File: config.mk
export PLATFORM = sky130hd
export DESIGN_NAME = alu_issue_reg
export DESIGN_NICKNAME = d
export VERILOG_FILES = /design/src/rtl/alu_issue_reg_pkg.sv /design/src/rtl/alu_issue_reg_ctrl_dec.sv /design/src/rtl/alu_issue_reg.sv
export SDC_FILE = /design/constraint.sdc
export NUM_CORES = 1
export LEC_CHECK = 0
export BUFFER_PORTS_ARGS = -buffer_cell sky130_fd_sc_hd__buf_2
export CORE_MARGIN = 8
export CORE_UTILIZATION = 27
export CTS_BUF_LIST = sky130_fd_sc_hd__clkbuf_4 sky130_fd_sc_hd__clkbuf_8 sky130_fd_sc_hd__clkbuf_16
export CTS_CLUSTER_DIAMETER = 60
export DETAILED_ROUTE_END_ITERATION = 12
export PLACE_DENSITY = 0.59
export RECOVER_POWER = 100
export SETUP_SLACK_MARGIN = 0.02
export SYNTH_ARGS = -nofsm -noshare
export SYNTH_HDL_FRONTEND = slang
export SYNTH_HIERARCHICAL = 1
export SYNTH_SLANG_ARGS = --single-unit
File: constraint.sdc
create_clock -name clk -period 2.7 [get_ports clk]
set_input_delay 0.135 -clock clk [delete_from_list [all_inputs] [get_ports clk]]
set_output_delay 0.135 -clock clk [all_outputs]
set_load 0.05 [all_outputs]
File: src/rtl/alu_issue_reg_pkg.sv
// Shared definitions for the ID/EX issue register in front of alu_hier:
// compact opcode values, alu_hier Oper encodings and the decoded control bundle.
package alu_issue_reg_pkg;

    localparam int OPERAND_WIDTH  = 16;
    localparam int NUM_OPERATIONS = 3;
    localparam int REG_ADDR_W     = 3;
    localparam int ALU_OP_W       = 4;

    // Compact opcodes arriving from decode.
    localparam logic [ALU_OP_W-1:0] ALU_ADD  = 4'd0;
    localparam logic [ALU_OP_W-1:0] ALU_SUB  = 4'd1;
    localparam logic [ALU_OP_W-1:0] ALU_XOR  = 4'd2;
    localparam logic [ALU_OP_W-1:0] ALU_ANDN = 4'd3;
    localparam logic [ALU_OP_W-1:0] ALU_ROL  = 4'd4;
    localparam logic [ALU_OP_W-1:0] ALU_SLL  = 4'd5;
    localparam logic [ALU_OP_W-1:0] ALU_ROR  = 4'd6;
    localparam logic [ALU_OP_W-1:0] ALU_SRL  = 4'd7;
    localparam logic [ALU_OP_W-1:0] ALU_OR   = 4'd8;
    localparam logic [ALU_OP_W-1:0] ALU_ADDU = 4'd9;

    // alu_hier operation select encodings.
    localparam logic [NUM_OPERATIONS-1:0] OPER_ROL = 3'b000;
    localparam logic [NUM_OPERATIONS-1:0] OPER_SLL = 3'b001;
    localparam logic [NUM_OPERATIONS-1:0] OPER_ROR = 3'b010;
    localparam logic [NUM_OPERATIONS-1:0] OPER_SRL = 3'b011;
    localparam logic [NUM_OPERATIONS-1:0] OPER_ADD = 3'b100;
    localparam logic [NUM_OPERATIONS-1:0] OPER_OR  = 3'b101;
    localparam logic [NUM_OPERATIONS-1:0] OPER_XOR = 3'b110;
    localparam logic [NUM_OPERATIONS-1:0] OPER_AND = 3'b111;

    // Decoded control set handed to alu_hier, plus the illegal-opcode flag.
    typedef struct packed {
        logic [NUM_OPERATIONS-1:0] oper;
        logic                      inv_a;
        logic                      inv_b;
        logic                      cin;
        logic                      sign;
        logic                      illegal;
    } alu_ctrl_t;

    // Bundle constructor keeps the decode table readable as one row per opcode.
    function automatic alu_ctrl_t make_ctrl(
        input logic [NUM_OPERATIONS-1:0] oper,
        input logic                      inv_a,
        input logic                      inv_b,
        input logic                      cin,
        input logic                      sign,
        input logic                      illegal
    );
        alu_ctrl_t c;
        c.oper    = oper;
        c.inv_a   = inv_a;
        c.inv_b   = inv_b;
        c.cin     = cin;
        c.sign    = sign;
        c.illegal = illegal;
        return c;
    endfunction

endpackage

File: src/rtl/alu_issue_reg_ctrl_dec.sv
// Purely combinational decode of the compact ALU opcode into the alu_hier
// control set. Unknown opcodes (10..15) decode as signed ADD and raise illegal.
module alu_issue_reg_ctrl_dec
    import alu_issue_reg_pkg::*;
(
    input  logic [ALU_OP_W-1:0]       alu_op,
    output logic [NUM_OPERATIONS-1:0] oper,
    output logic                      inv_a,
    output logic                      inv_b,
    output logic                      cin,
    output logic                      sign,
    output logic                      illegal
);

    alu_ctrl_t ctrl_s;

    // Opcode table: one row per compact opcode, illegal codes fall back to ADD.
    always_comb begin
        ctrl_s = make_ctrl(OPER_ADD, 1'b0, 1'b0, 1'b0, 1'b1, 1'b0);
        case (alu_op)
            ALU_ADD:  ctrl_s = make_ctrl(OPER_ADD, 1'b0, 1'b0, 1'b0, 1'b1, 1'b0);
            // B - A computed as ~A + B + 1
            ALU_SUB:  ctrl_s = make_ctrl(OPER_ADD, 1'b1, 1'b0, 1'b1, 1'b1, 1'b0);
            ALU_XOR:  ctrl_s = make_ctrl(OPER_XOR, 1'b0, 1'b0, 1'b0, 1'b0, 1'b0);
            // A & ~B via the AND unit with B inverted
            ALU_ANDN: ctrl_s = make_ctrl(OPER_AND, 1'b0, 1'b1, 1'b0, 1'b0, 1'b0);
            ALU_ROL:  ctrl_s = make_ctrl(OPER_ROL, 1'b0, 1'b0, 1'b0, 1'b0, 1'b0);
            ALU_SLL:  ctrl_s = make_ctrl(OPER_SLL, 1'b0, 1'b0, 1'b0, 1'b0, 1'b0);
            ALU_ROR:  ctrl_s = make_ctrl(OPER_ROR, 1'b0, 1'b0, 1'b0, 1'b0, 1'b0);
            ALU_SRL:  ctrl_s = make_ctrl(OPER_SRL, 1'b0, 1'b0, 1'b0, 1'b0, 1'b0);
            ALU_OR:   ctrl_s = make_ctrl(OPER_OR,  1'b0, 1'b0, 1'b0, 1'b0, 1'b0);
            ALU_ADDU: ctrl_s = make_ctrl(OPER_ADD, 1'b0, 1'b0, 1'b0, 1'b0, 1'b0);
            default:  ctrl_s = make_ctrl(OPER_ADD, 1'b0, 1'b0, 1'b0, 1'b1, 1'b1);
        endcase
    end

    assign oper    = ctrl_s.oper;
    assign inv_a   = ctrl_s.inv_a;
    assign inv_b   = ctrl_s.inv_b;
    assign cin     = ctrl_s.cin;
    assign sign    = ctrl_s.sign;
    assign illegal = ctrl_s.illegal;

endmodule

File: src/rtl/alu_issue_reg.sv
// ID/EX issue register feeding alu_hier. Decodes the compact opcode, selects
// operand B from register or immediate, and registers everything with
// priority rst > flush > stall > load. Bubbles clear every output to zero.
module alu_issue_reg
    import alu_issue_reg_pkg::*;
#(
    parameter int OPERAND_WIDTH  = alu_issue_reg_pkg::OPERAND_WIDTH,
    parameter int NUM_OPERATIONS = alu_issue_reg_pkg::NUM_OPERATIONS,
    parameter int REG_ADDR_W     = alu_issue_reg_pkg::REG_ADDR_W
) (
    input  logic                      clk,
    input  logic                      rst,
    input  logic                      stall,
    input  logic                      flush,
    input  logic                      in_valid,
    input  logic [3:0]                alu_op,
    input  logic [OPERAND_WIDTH-1:0]  rf_a,
    input  logic [OPERAND_WIDTH-1:0]  rf_b,
    input  logic [OPERAND_WIDTH-1:0]  imm,
    input  logic                      use_imm,
    input  logic [REG_ADDR_W-1:0]     dest_in,
    input  logic                      wr_en_in,
    output logic                      out_valid,
    output logic [OPERAND_WIDTH-1:0]  InA,
    output logic [OPERAND_WIDTH-1:0]  InB,
    output logic [NUM_OPERATIONS-1:0] Oper,
    output logic                      invA,
    output logic                      invB,
    output logic                      Cin,
    output logic                      sign,
    output logic [REG_ADDR_W-1:0]     dest_out,
    output logic                      wr_en_out,
    output logic                      illegal_op
);

    // Decoder outputs
    logic [2:0]                dec_oper_s;
    logic                      dec_inv_a_s;
    logic                      dec_inv_b_s;
    logic                      dec_cin_s;
    logic                      dec_sign_s;
    logic                      dec_illegal_s;

    // Operand B selection
    logic [OPERAND_WIDTH-1:0]  op_b_s;

    // Stage register contents
    logic                      valid_r;
    logic [OPERAND_WIDTH-1:0]  in_a_r;
    logic [OPERAND_WIDTH-1:0]  in_b_r;
    logic [NUM_OPERATIONS-1:0] oper_r;
    logic                      inv_a_r;
    logic                      inv_b_r;
    logic                      cin_r;
    logic                      sign_r;
    logic [REG_ADDR_W-1:0]     dest_r;
    logic                      wr_en_r;
    logic                      illegal_r;

    // Next-state values for the stage register
    logic                      valid_s;
    logic [OPERAND_WIDTH-1:0]  in_a_s;
    logic [OPERAND_WIDTH-1:0]  in_b_s;
    logic [NUM_OPERATIONS-1:0] oper_s;
    logic                      inv_a_s;
    logic                      inv_b_s;
    logic                      cin_s;
    logic                      sign_s;
    logic [REG_ADDR_W-1:0]     dest_s;
    logic                      wr_en_s;
    logic                      illegal_s;

    alu_issue_reg_ctrl_dec u_ctrl_dec (
        .alu_op  (alu_op),
        .oper    (dec_oper_s),
        .inv_a   (dec_inv_a_s),
        .inv_b   (dec_inv_b_s),
        .cin     (dec_cin_s),
        .sign    (dec_sign_s),
        .illegal (dec_illegal_s)
    );

    // Operand B mux: immediate or register; shift amounts pass through unmasked.
    always_comb begin
        op_b_s = rf_b;
        if (use_imm) begin
            op_b_s = imm;
        end else begin
            op_b_s = rf_b;
        end
    end

    // Next-state selection: flush or an invalid slot loads a bubble, stall holds.
    always_comb begin
        valid_s   = valid_r;
        in_a_s    = in_a_r;
        in_b_s    = in_b_r;
        oper_s    = oper_r;
        inv_a_s   = inv_a_r;
        inv_b_s   = inv_b_r;
        cin_s     = cin_r;
        sign_s    = sign_r;
        dest_s    = dest_r;
        wr_en_s   = wr_en_r;
        illegal_s = illegal_r;
        if (flush || (!stall && !in_valid)) begin
            valid_s   = 1'b0;
            in_a_s    = {OPERAND_WIDTH{1'b0}};
            in_b_s    = {OPERAND_WIDTH{1'b0}};
            oper_s    = {NUM_OPERATIONS{1'b0}};
            inv_a_s   = 1'b0;
            inv_b_s   = 1'b0;
            cin_s     = 1'b0;
            sign_s    = 1'b0;
            dest_s    = {REG_ADDR_W{1'b0}};
            wr_en_s   = 1'b0;
            illegal_s = 1'b0;
        end else if (stall) begin
            valid_s   = valid_r;
            in_a_s    = in_a_r;
            in_b_s    = in_b_r;
            oper_s    = oper_r;
            inv_a_s   = inv_a_r;
            inv_b_s   = inv_b_r;
            cin_s     = cin_r;
            sign_s    = sign_r;
            dest_s    = dest_r;
            wr_en_s   = wr_en_r;
            illegal_s = illegal_r;
        end else begin
            valid_s   = 1'b1;
            in_a_s    = rf_a;
            in_b_s    = op_b_s;
            oper_s    = NUM_OPERATIONS'(dec_oper_s);
            inv_a_s   = dec_inv_a_s;
            inv_b_s   = dec_inv_b_s;
            cin_s     = dec_cin_s;
            sign_s    = dec_sign_s;
            dest_s    = dest_in;
            // an illegal instruction must never write back
            wr_en_s   = wr_en_in & ~dec_illegal_s;
            illegal_s = dec_illegal_s;
        end
    end

    // Stage register with synchronous reset taking priority over everything.
    always_ff @(posedge clk) begin
        if (rst) begin
            valid_r   <= 1'b0;
            in_a_r    <= {OPERAND_WIDTH{1'b0}};
            in_b_r    <= {OPERAND_WIDTH{1'b0}};
            oper_r    <= {NUM_OPERATIONS{1'b0}};
            inv_a_r   <= 1'b0;
            inv_b_r   <= 1'b0;
            cin_r     <= 1'b0;
            sign_r    <= 1'b0;
            dest_r    <= {REG_ADDR_W{1'b0}};
            wr_en_r   <= 1'b0;
            illegal_r <= 1'b0;
        end else begin
            valid_r   <= valid_s;
            in_a_r    <= in_a_s;
            in_b_r    <= in_b_s;
            oper_r    <= oper_s;
            inv_a_r   <= inv_a_s;
            inv_b_r   <= inv_b_s;
            cin_r     <= cin_s;
            sign_r    <= sign_s;
            dest_r    <= dest_s;
            wr_en_r   <= wr_en_s;
            illegal_r <= illegal_s;
        end
    end

    assign out_valid  = valid_r;
    assign InA        = in_a_r;
    assign InB        = in_b_r;
    assign Oper       = oper_r;
    assign invA       = inv_a_r;
    assign invB       = inv_b_r;
    assign Cin        = cin_r;
    assign sign       = sign_r;
    assign dest_out   = dest_r;
    assign wr_en_out  = wr_en_r;
    assign illegal_op = illegal_r;

endmodule

==> flow_summary.yaml <==
run_status:
  status: "finished clean"
sta:
  finalWorstSetupSlack_ns: 1.24
  max_freq_mhz: 684
  finalHoldViolations: 0
  setup_viol: 0
  final-max-slew-violation-count: 0
  finClkSkew_ns: 0
  final.period_utilization_pct: 54.1
  fin_setup_tns_ns: 0
  rsz0062_at_grt: "no"
  tightest_slew_ns: 0.917
  min_period_ns: 1.46
  slew_headroom_pct: 38.9
final_layout:
  syn2layout_area_growth_pct: 32.1
  drive_gt1_share_pct: 32.5
  multi_input_area_um2: 916
  seqCellArea_um2: 901
  final_nets: 341
  antenna_cells: 0
  nFillCells: 782
grt:
  grt-ovfl-total: 0
  grt_max_degree: 46
  grt_pass1_vias: 1679
  grt_pass1_wl_um: 7670
  grt_use_total_pct: 9.33
  antenna_found_initial: 0
critical_path:
  crit_path_end: "out_valid"
  crit_path_start_kind: "primary input"
  cp_top_family: "buffers and inverters"
  r2r_cells: 2
  r2r_setup_slack_ns: 2.01
  critical_path_class: "in2reg"
  reg2reg_from: "wr_en_out"
  cp_num_buf_inv: 2
  path_depth: 4
  arrival_ns: 1.67
  startpoint: "stall"
  worst_r2r_endpoint: "wr_en_out"
  end_kind: "flop"
  cp_max_fo: 45
  cp.required_ns: 2.91
  max_stage_delay_ns: 0.56
  worstPathCellList: "buf_2 > o21ai_0 > clkbuf_2 > a21oi_1"
  crit_path_top_delay_cell: "clkbuf_2"
detailed_routing:
  wire_per_inst_um: 12.3
  viasPerCell: 4.13
  firstDrtPassIters: 3
  ant_nets: 0
  num_vias: 1566
  route.final.wire_length_um: 4670
  post-route-drc-count: 0
  first_iter_violations: 55
clocking:
  cts.sinks: 45
  cts_tree: "done"
  cts_buffer_depth: 2
  hold_buffers: 0
  post_cts.repair.setup_buffers: 0
  clock_latency_ns: 0.29
  path_clk_slew_ns: 0.09
  clockRootBuffer: "clkbuf_8"
  cts_inserted_buffers: 5
  cts_resized: 0
  cts_max_level: 2
die:
  die_y_um: 101
  die-width_um: 101
  start_util_pct: 27.2
  fp-row-count: 31
  die_area_um2: 10100
  core_um2: 7100
  num_io_pins: 107
place:
  port_buffers: 106
  dp_slack_ns: 1.04
  dp_hpwl_um: 3580
  gp_congestion: 0.633
synth:
  synth_nets: 238
  postSynthAreaPerCell_um2: 11.0
  async_flop_share_pct: 0
  synth_edf_count: 0
  yosysMostFrequentCell: "nor2_1"
  synth_common_cells: "nor2_1, dfxtp_1, mux2i_1"
  synth_area_leader_cell: "dfxtp_1"
  yosys_warnings: 6
  ys_seq_area_share_pct: 46.6
  syn_inst: 176
  yosys-top-cells-area: "dfxtp_1, mux2i_1, nor2_1"
  ys_ff_latch: 45
  yosys.area.top_type_share_pct: 46.6
  synth_area_um2: 1930
  synth_flop_cell: "dfxtp_1"
  synth_cell_type_count: 22
power_and_ir_drop:
  leakage_nw: 1.16
  ir_worst_vdd_v: 0.000189
  powerDensity_nw_per_um2: 569
job:
  maxCapViolCount: 0
hold_path:
  hold_class: "in2reg"
==> stage by stage <==
step / total power [W] / instances / cell area, µm² / hold WS, ns / util, %
global placement: 0.000952 / 371 / 2500 / 0.367 / 35.2
global route: 0.00153 / 379 / 2550 / 0.0545 / 35.9
floorplan: 0.000884 / 176 / 1930 / 0.279 / -
finish: 0.00145 / 379 / 2550 / 0.0672 / 35.9
CTS: 0.00149 / 379 / 2620 / 0.0566 / 36.9
detailed placement: 0.000955 / 371 / 2500 / 0.373 / 35.2
==> sequential cells by signal, indices dropped and copies added, names as in the netlist <==
signal and count:
sign 1, illegal_op 1, Oper 3, invA 1, InB 16, wr_en_out 1, InA 16, Cin 1
invB 1, dest_out 3, out_valid 1
==> worst min path at each step <==
stage,depth (start not counted),end,startpoint
after floorplan,2,InA[0],rf_a[0]
after CTS,3,InA[0],rf_a[0]
after detailed placement,3,InA[0],rf_a[0]
after global routing,3,InA[2],rf_a[2]
final,3,InA[3],rf_a[3]
after global placement,3,InA[7],rf_a[7]
==> report_power, final <==
group	internal [W]	leakage, nW	total [W]	switching [W]
Clock	0.000301	0.0574	0.000524	0.000223
Combinational	0.0000994	0.742	0.000238	0.000139
Sequential	0.000681	0.365	0.000690	0.00000846
Total	0.00108	1.16	0.00145	0.000370
==> cells by family after synthesis <==
| kind of cell | count (synthesis) | synth area share (%) |
|---|---|---|
| AO/OA/AOI/OAI | 6 | 2.01 |
| buffers and inverters | 13 | 5.76 |
| flip-flops | 45 | 46.6 |
| multiplexers | 59 | 33.5 |
| AND/OR/NAND/NOR | 53 | 12.0 |
==> final cells by class <==
class	instances	share of cell area, %
clock buffers	6	3.24
flip-flops and latches	45	35.3
inverters	1	0.147
repair buffers	108	19.1
well taps	99	4.86
clock inverters	2	1.47
multi-input cells	118	35.9
==> metal layers <==
| metal | up-vias | part of all wire, % | track usage, % |
|---|---|---|---|
| met5 | - | 0 | 0 |
| met4 | 0 | 0.54 | 3.14 |
| met3 | 2 | 8.9 | 4.21 |
| met2 | 54 | 53 | 17.0 |
| met1 | 713 | 38 | 9.05 |
| li1 | 797 | - | - |
==> cell usage in the layout, fill, tap and decap left out, drive strengths merged <==
master	Yosys	routed
nor3	1	1
or2	1	1
o21ai	3	3
dfxtp	45	45
bufinv	0	1
clkbuf	0	52
mux2	16	16
nor2	46	46
and4bb	1	1
a21oi	1	1
o21a	1	1
a22oi	1	1
or2b	1	1
nor4b	1	1
mux2i	43	43
or4b	1	1
inv	1	1
buf	12	62
and2b	1	1
clkinvlp	0	1
==> tightest hold or removal path, stage by stage <==
cell,delay [ns]
buf_2,0.07
mux2i_1,0.05
nor2_1,0.07
No activity file was read; power rests on OpenSTA's default activity.
